## src/rtl/invsqrt_pkg.sv

```systemverilog
// rtl/invsqrt_pkg.sv - shared error codes and default seed constants for the inverse-sqrt seed pipe
package invsqrt_pkg;

   localparam logic [2:0] ERR_OK     = 3'd0;
   localparam logic [2:0] ERR_ZERO   = 3'd1;
   localparam logic [2:0] ERR_NEG    = 3'd2;
   localparam logic [2:0] ERR_INF    = 3'd3;
   localparam logic [2:0] ERR_NAN    = 3'd4;
   localparam logic [2:0] ERR_DENORM = 3'd5;

   localparam logic [31:0] MAGIC_FP32 = 32'h5F3759DF;
   localparam logic [15:0] MAGIC_FP16 = 16'h59BA;

endpackage

```

## src/rtl/invsqrt_seed_lane.sv

```systemverilog
// rtl/invsqrt_seed_lane.sv - per-lane operand classification and seed/halve arithmetic (combinational)
module invsqrt_seed_lane
   import invsqrt_pkg::*;
#(
   parameter int                   EXP_W = 8,
   parameter int                   MAN_W = 23,
   parameter logic [EXP_W+MAN_W:0] MAGIC = MAGIC_FP32
) (
   input  logic [EXP_W+MAN_W:0] raw,
   output logic [2:0]           raw_code,
   input  logic [EXP_W+MAN_W:0] op,
   input  logic [2:0]           code,
   output logic [EXP_W+MAN_W:0] y,
   output logic [EXP_W+MAN_W:0] x2
);

   localparam int W = 1 + EXP_W + MAN_W;

   logic [EXP_W-1:0] exp_r;
   logic [MAN_W-1:0] man_r;
   logic [EXP_W-1:0] exp_o;
   logic [MAN_W-1:0] man_o;

   assign exp_r = raw[W-2 -: EXP_W];
   assign man_r = raw[MAN_W-1:0];
   assign exp_o = op[W-2 -: EXP_W];
   assign man_o = op[MAN_W-1:0];

   // Classification is ordered: the first matching rule wins.
   always_comb begin
      raw_code = ERR_OK;
      if ((&exp_r) && (|man_r))
         raw_code = ERR_NAN;
      else if (raw[W-1] && (|raw[W-2:0]))
         raw_code = ERR_NEG;
      else if (!(|raw[W-2:0]))
         raw_code = ERR_ZERO;
      else if (&exp_r)
         raw_code = ERR_INF;
      else if (exp_r == '0)
         raw_code = ERR_DENORM;
   end

   always_comb begin
      y  = '0;
      x2 = '0;
      case (code)
         ERR_OK: begin
            y = MAGIC - (op >> 1);
            // exp==1 halves into the denormal range instead of wrapping the exponent
            if (exp_o == {{(EXP_W-1){1'b0}}, 1'b1})
               x2 = {1'b0, {EXP_W{1'b0}}, 1'b1, man_o[MAN_W-1:1]};
            else
               x2 = {1'b0, exp_o - {{(EXP_W-1){1'b0}}, 1'b1}, man_o};
         end
         ERR_ZERO, ERR_DENORM: y = {1'b0, {EXP_W{1'b1}}, {MAN_W{1'b0}}};
         ERR_NEG, ERR_NAN:     y = {1'b0, {EXP_W{1'b1}}, 1'b1, {(MAN_W-1){1'b0}}};
         default:              y = '0;
      endcase
   end

endmodule

```

## src/rtl/invsqrt_seed_pipe.sv

```systemverilog
// rtl/invsqrt_seed_pipe.sv - two-stage multi-lane inverse-sqrt seed pipeline with valid/ready handshake
module invsqrt_seed_pipe
   import invsqrt_pkg::*;
#(
   parameter int                   EXP_W = 8,
   parameter int                   MAN_W = 23,
   parameter int                   LANES = 1,
   parameter logic [EXP_W+MAN_W:0] MAGIC = MAGIC_FP32
) (
   input  logic                             clk,
   input  logic                             rst,
   input  logic                             in_valid,
   output logic                             in_ready,
   input  logic [LANES*(1+EXP_W+MAN_W)-1:0] in_data,
   output logic                             out_valid,
   input  logic                             out_ready,
   output logic [LANES*(1+EXP_W+MAN_W)-1:0] out_y,
   output logic [LANES*(1+EXP_W+MAN_W)-1:0] out_x2,
   output logic [LANES*3-1:0]               out_err
);

   localparam int W = 1 + EXP_W + MAN_W;

   logic               s1_valid;
   logic [LANES*W-1:0] s1_op;
   logic [LANES*3-1:0] s1_code;
   logic               s2_valid;
   logic               s1_adv;
   logic               s2_adv;

   logic [LANES*3-1:0] lane_code;
   logic [LANES*W-1:0] lane_y;
   logic [LANES*W-1:0] lane_x2;

   for (genvar i = 0; i < LANES; i++) begin : g_lane
      invsqrt_seed_lane #(
         .EXP_W (EXP_W),
         .MAN_W (MAN_W),
         .MAGIC (MAGIC)
      ) u_lane (
         .raw      (in_data[i*W +: W]),
         .raw_code (lane_code[i*3 +: 3]),
         .op       (s1_op[i*W +: W]),
         .code     (s1_code[i*3 +: 3]),
         .y        (lane_y[i*W +: W]),
         .x2       (lane_x2[i*W +: W])
      );
   end

   // Ready ripples back combinationally so a full pipe still moves one item per cycle.
   assign s2_adv    = !s2_valid || out_ready;
   assign s1_adv    = !s1_valid || s2_adv;
   assign in_ready  = s1_adv;
   assign out_valid = s2_valid;

   always_ff @(posedge clk) begin
      if (rst) begin
         s1_valid <= 1'b0;
         s1_op    <= '0;
         s1_code  <= '0;
         s2_valid <= 1'b0;
         out_y    <= '0;
         out_x2   <= '0;
         out_err  <= '0;
      end else begin
         if (s1_adv) begin
            s1_valid <= in_valid;
            if (in_valid) begin
               s1_op   <= in_data;
               s1_code <= lane_code;
            end
         end
         if (s2_adv) begin
            s2_valid <= s1_valid;
            if (s1_valid) begin
               out_y   <= lane_y;
               out_x2  <= lane_x2;
               out_err <= s1_code;
            end
         end
      end
   end

endmodule

```

## config.mk

```make
export PLATFORM = sky130hd
export DESIGN_NAME = invsqrt_seed_pipe
export DESIGN_NICKNAME = d
export VERILOG_FILES = /design/src/rtl/invsqrt_pkg.sv /design/src/rtl/invsqrt_seed_lane.sv /design/src/rtl/invsqrt_seed_pipe.sv
export SDC_FILE = /design/constraint.sdc
export NUM_CORES = 1
export LEC_CHECK = 0
export CORE_AREA = 5 5 116 118
export DETAILED_ROUTE_END_ITERATION = 8
export DIE_AREA = 0 0 121 123
export PLACE_DENSITY = 0.75
export SYNTH_ARGS = -nofsm -noshare
export SYNTH_HDL_FRONTEND = slang
export SYNTH_SLANG_ARGS = --single-unit
```

## constraint.sdc

```tcl
create_clock -name clk -period 2.3 [get_ports clk]
set_input_delay 0.69 -clock clk [delete_from_list [all_inputs] [get_ports clk]]
set_output_delay 0.69 -clock clk [all_outputs]
set_load 0.02 [all_outputs]
```

## Word-level counts from Yosys, hierarchy flattened

Cells that the tools add are included.

- Reductions and logical operators: 15
- Add/sub/neg operators: 2
- Equal/unequal tests: 5
- Mux-type cells: 8

Operators with widths:

| operator | number |
|---|---|
| $pmux W32 S3 | 1 |
| $mux W32 | 1 |
| $sub A31 B31 Y32 const A | 1 |
| $mux W31 | 1 |
| $reduce_or A31 Y1 | 1 |
| $reduce_or A23 Y1 | 1 |
| $mux W3 | 5 |
| $eq A8 B1 Y1 const B | 1 |
| $logic_not A8 Y1 | 1 |
| $reduce_and A8 Y1 | 1 |
| $sub A8 B1 Y8 const B | 1 |
| $eq A3 B3 Y1 const B | 2 |
| $reduce_and A2 Y1 | 2 |
| $reduce_or A2 Y1 | 2 |
| $eq A3 B1 Y1 const B | 1 |
| $eq A3 B2 Y1 const B | 1 |
| $logic_not A3 Y1 | 1 |
| $logic_and A1 B1 Y1 | 2 |
| $logic_not A1 Y1 | 2 |
| $logic_or A1 B1 Y1 | 2 |

- Output and inout port bits: 69
- Logic and storage cells: 37
- Input port bits: 36
- Register bits: 104

## Depth between registers and ports, before layout

Gate-level depths: netlist of the first run.

- Depth in word-level cells: 6
- Gate-level depth with buffers: 8
- Gate-level depth less buffers: 7

## Cells and area by module

From an unflattened synthesis of the first run, not the netlist that was laid out.

- Cell total of the unflattened synthesis: 734
- Area, all modules: 5839.4 sq um

Modules (own cells, without submodules):

| module | times used | sequential area each (sq um) | area each (sq um) | cells each |
|---|---|---|---|---|
| invsqrt_seed_pipe | 1 | 2082.0 | 4205.3 | 467 |
| invsqrt_seed_lane | 1 | 0.0 | 1634.1 | 267 |

## Least setup slack after synthesis of the first run

OpenSTA, ideal clock, no wires.

- Path type: reg2reg
- Start: register s1_op[26]
- End: register out_x2[10]
- Clock period less this slack: 1.901 ns
- Stages on the path, launching flop included: 8
- Buffers on the path: 3
- Path slack: 0.399 ns
- Data arrival time: 1.776 ns
- Cells stage by stage: dfxtp_1 -> buf_6 -> or4_4 -> nor4b_4 -> buf_6 -> buf_12 -> mux2i_1 -> o21ai_2

- Longest elaborated chain between the ends: 3

RTL lines:

| element | RTL line | text |
|---|---|---|
| from (decl) | invsqrt_seed_pipe.sv:25 | `logic [LANES*W-1:0] s1_op;` |
| from (signal assigned) | invsqrt_seed_pipe.sv:69 | `s1_op <= in_data;` |
| $eq A8 B1 Y1 | invsqrt_seed_lane.sv:51 | `if (exp_o == {{(EXP_W-1){1'b0}}, 1'b1})` |
| $mux W31 | invsqrt_seed_lane.sv:51 |  |
| $mux W32 | invsqrt_seed_lane.sv:47 | `case (code)` |
| to (signal assigned) | invsqrt_seed_pipe.sv:77 | `out_x2 <= lane_x2;` |
| to (decl) | invsqrt_seed_pipe.sv:18 | `output logic [LANES*(1+EXP_W+MAN_W)-1:0] out_x2,` |

Every way passes these cells.
A chain may end at the register's enable or synchronous reset.

## Final worst setup path of the first run

- Start: input port out_ready
- End: output port in_ready

- Longest elaborated chain between the ends: 2

RTL lines:

| element | RTL line | text |
|---|---|---|
| from (decl) | invsqrt_seed_pipe.sv:16 | `input logic out_ready,` |
| $logic_or A1 B1 Y1 | invsqrt_seed_pipe.sv:51 | `assign s2_adv = !s2_valid \|\| out_ready;` |
| $logic_or A1 B1 Y1 | invsqrt_seed_pipe.sv:52 | `assign s1_adv = !s1_valid \|\| s2_adv;` |
| to (decl) | invsqrt_seed_pipe.sv:13 | `output logic in_ready,` |

Every way passes these cells.

==> flow_summary.yaml, run 1 <==
worst_hold_path:
  holdPathStages: 2
  hp-class: "flop to flop"
  hold_path.startpoint: "out_y[31]"
  hold_end: "out_y[31]"
setup_path:
  r2r_slack_ns: 0.21
  reg2reg_from: "s1_op[15]"
  required_ns: 1.61
  cp_cell_sequence: "clkdlybuf4s50_1 > nor2b_2 > nand2_1 > buf_2"
  worstSetupPathType: "primary input to output pin"
  r2r_cells: 5
  start_kind: "primary input"
  end_kind: "output pin"
  rr_endpoint: "out_y[24]"
  crit_path_top_delay_cell: "clkdlybuf4s50_1"
  arrival_ns: 1.53
  critPathMaxStageDelay_ns: 0.44
  path_max_fanout: 2
global_route:
  grt_pass1_wl_microns: 22100
  antenna_found_initial: 0
  grtUsageTotal_pct: 18.2
  grt_max_degree: 36
  grt_pass1_vias: 4572
  overflow: 0
timing:
  finalMaxSlewViolations: 0
  period_share_pct: 96.7
  period_needed_ns: 2.22
  hold_viol_final: 0
  tightest_slew_ns: 0.753
  whs_ns: 0.443
  final.setup_skew_ns: 0.00943
  rsz0062_at_grt: "no"
  max_freq_ghz: 0.450
  fin_tns_setup_ns: 0
  setup_violations: 0
  slew_headroom_pct: 49.6
placed_design:
  place_congestion: 0.882
  hpwl_microns: 10100
  dpl_cell_area_sq_mm: 0.00616
  placement.io_buffers: 103
final_layout:
  drive_gt1_share_pct: 11.0
  multi_input_area_sq_mm: 0.00243
  regArea_sq_mm: 0.00206
  final_area_sq_mm: 0.00645
  syn_to_final_growth_pct: 35.6
  final_nets: 732
  num_antenna_cells: 0
  fill_cells: 1146
detailed_routing:
  first_pass_iters: 5
  routed_wl_microns: 13600
  via_count: 4563
  ant_nets: 0
  routed_via_density: 5.25
  wl_per_cell_microns: 15.6
  dr.first_iter.drc_count: 321
  drc: 0
synth:
  synth.area.mux_share_pct: 5.10
  synth_seq_area_share_pct: 43.4
  async_flop_share_pct: 0
  synth_edf_count: 0
  synth.area.top_cells: "dfxtp_1 43%, nand2_1 10%, a21oi_1 6.0%"
  syn_area_per_cell_sq_um: 8.16
  synth_compound_area_share_pct: 19.7
  synthSimpleGateAreaFrac_pct: 21.2
  synth-seq-cells: 103
  yosysTopAreaCell: "dfxtp_1"
  synth.top_cell.area_share_pct: 43.4
  ys_types: 64
  yosysWarningCount: 0
  synth_top_family_by_area: "simple AND/OR/NAND/NOR gates"
  synthXorXnorAreaFrac_pct: 3.68
  syn_inst: 583
  synthAdderAreaFrac_pct: 1.05
  syn-num-nets: 623
  synth_area_sq_mm: 0.00476
  synthFlopType: "dfxtp_1"
floorplanning:
  design.die.area_sq_mm: 0.0149
  design.core.area_sq_mm: 0.0124
  rows: 41
  io_pins: 105
  initial_core_util_pct: 38.5
  die_h_microns: 123
  die-width_microns: 121
pwr:
  switching_share_pct: 27.1
  combPwrFrac_pct: 17.5
  p_leak_nw: 2.35
  vdd_ir_drop_max_v: 0.000352
  p_switching_mw: 1.14
  internal_power_mw: 3.08
  power.density_mw_per_mm2: 654
  pwr-share-clk_pct: 35.8
  p_seq_share_pct: 46.7
job:
  cap_violations: 0
clocking:
  clock_latency_ns: 0.34
  clk_pin_slew_worst_paths_ns: 0.07
  cts_buffers: 9
  clockBufferDepth: 2
  post_cts_buffers: 0
  cts_tree: "built"
  clock-sinks: 103
  htree_num_levels: 3
  root_buffer: "clkbuf_16"
outcome:
  run_status: "completed"
==> critical path, delay by kind of cell <==
kind / cells / cell delay [ns]
buf+inv: 2 / 0.61
simple gates: 2 / 0.23
==> flip-flops by register name, summed over array words and instances (netlist names) <==
signal,flops
s1_code,3
s1_op,32
out_y,32
out_err,3
out_valid,1
s1_valid,1
out_x2,31
==> area by class of cell <==
type	instances	area share [%]
clock buffer	11	3.61
clock inverter	5	0.912
inverter	5	0.291
multi-input combinational	425	37.6
sequential	103	32.0
tap	172	3.34
timing repair buffer	148	22.2
==> metrics by stage <==
stage	power, mW	setup WS (ns)	util (%)	std cells
final	4.22	0.0759	52.2	869
after global routing	4.39	0.0158	52.2	869
after CTS	4.25	0.0623	52.1	869
after detailed placement	2.75	-0.352	49.8	853
after global placement	2.73	-0.294	49.8	853
after floorplan	2.41	0.399	-	583
==> metal layers <==
metal / vias up / share of wire (%) / track usage, %
met5: - / 0 / 0
met1: 2138 / 43 / 23.0
li1: 2253 / - / -
met3: 23 / 6.2 / 4.25
met2: 149 / 48 / 30.6
met4: 0 / 2.3 / 6.52
==> logic make-up after synthesis <==
family	Yosys count
simple gates	227
compound gates	149
flops	103
buf+inv	55
mux	24
xor+xnor	20
fa+ha+maj	4
other cells	1
==> synthesized netlist by cell type, types with 3 or more instances <==
cell / number
a211o_1: 3
a21oi_1: 57
a22oi_1: 7
a2bb2oi_1: 7
a31oi_1: 3
buf_1: 3
buf_2: 13
clkbuf_1: 28
dfxtp_1: 103
ha_1: 4
inv_1: 5
mux2i_1: 22
nand2_1: 132
nand3_1: 9
nand4_1: 6
nor2_1: 40
nor3_1: 9
nor4_1: 10
o211ai_1: 6
o21ai_0: 15
o21ai_1: 21
o21ai_2: 3
or3_1: 4
or4_1: 3
xnor2_1: 11
xor2_1: 9
==> worst max-delay path by stage <==
| stage | from | to | slack [ns] | depth (start not counted) |
|---|---|---|---|---|
| CTS | out_ready | in_ready | 0.06 | 4 |
| global placement | out_ready | in_ready | -0.29 | 4 |
| global route | s1_op[11] | out_y[24] | 0.02 | 5 |
| detailed placement | out_ready | in_ready | -0.35 | 4 |
| floorplan | s1_op[26] | out_x2[10] | 0.40 | 7 |
| finish | out_ready | in_ready | 0.08 | 4 |
==> power by group through the flow <==
stage / Sequential, mW / Combinational [mW] / Clock [mW]
4_1_cts: 1.97 / 0.739 / 1.54
3_5_place_dp: 2.01 / 0.733 / 0
6_report: 1.97 / 0.737 / 1.51
2_1_floorplan: 2.04 / 0.370 / 0
5_1_grt: 1.99 / 0.800 / 1.60
3_3_place_gp: 2.01 / 0.719 / 0
==> timing repair <==
action	CTS	global route
resized for setup	5	1
endpoints found under the setup margin	1	1
hold buffers	0	0
==> placed cells by master (no fill, tap or decap), types with 5 or more instances in the layout <==
master	n
nand3_1	9
xor2_1	9
o21ai_1	21
buf_12	6
xnor2_1	11
a21oi_1	56
dfxtp_1	103
nor3_1	9
a2bb2oi_1	7
nand2_1	132
o211ai_1	6
o21ai_0	15
mux2i_1	22
clkbuf_16	9
clkdlybuf4s50_1	101
buf_4	39
nand4_1	6
nor4_1	10
inv_1	5
a22oi_1	7
nor2_1	38
Power figures use the tool's default switching activity.
==> run 2, diff against run 1 <==
--- a/config.mk
+++ b/config.mk
@@ -6,8 +6,10 @@
 export NUM_CORES = 1
 export LEC_CHECK = 0
 export CORE_AREA = 5 5 116 118
+export CTS_CLUSTER_DIAMETER = 50
 export DETAILED_ROUTE_END_ITERATION = 8
 export DIE_AREA = 0 0 121 123
+export GPL_TIMING_DRIVEN = 1
 export PLACE_DENSITY = 0.75
 export SYNTH_ARGS = -nofsm -noshare
 export SYNTH_HDL_FRONTEND = slang
==> results of run 2 <==
Same layout as run 1: the final DEF is identical, and so are final timing and power.
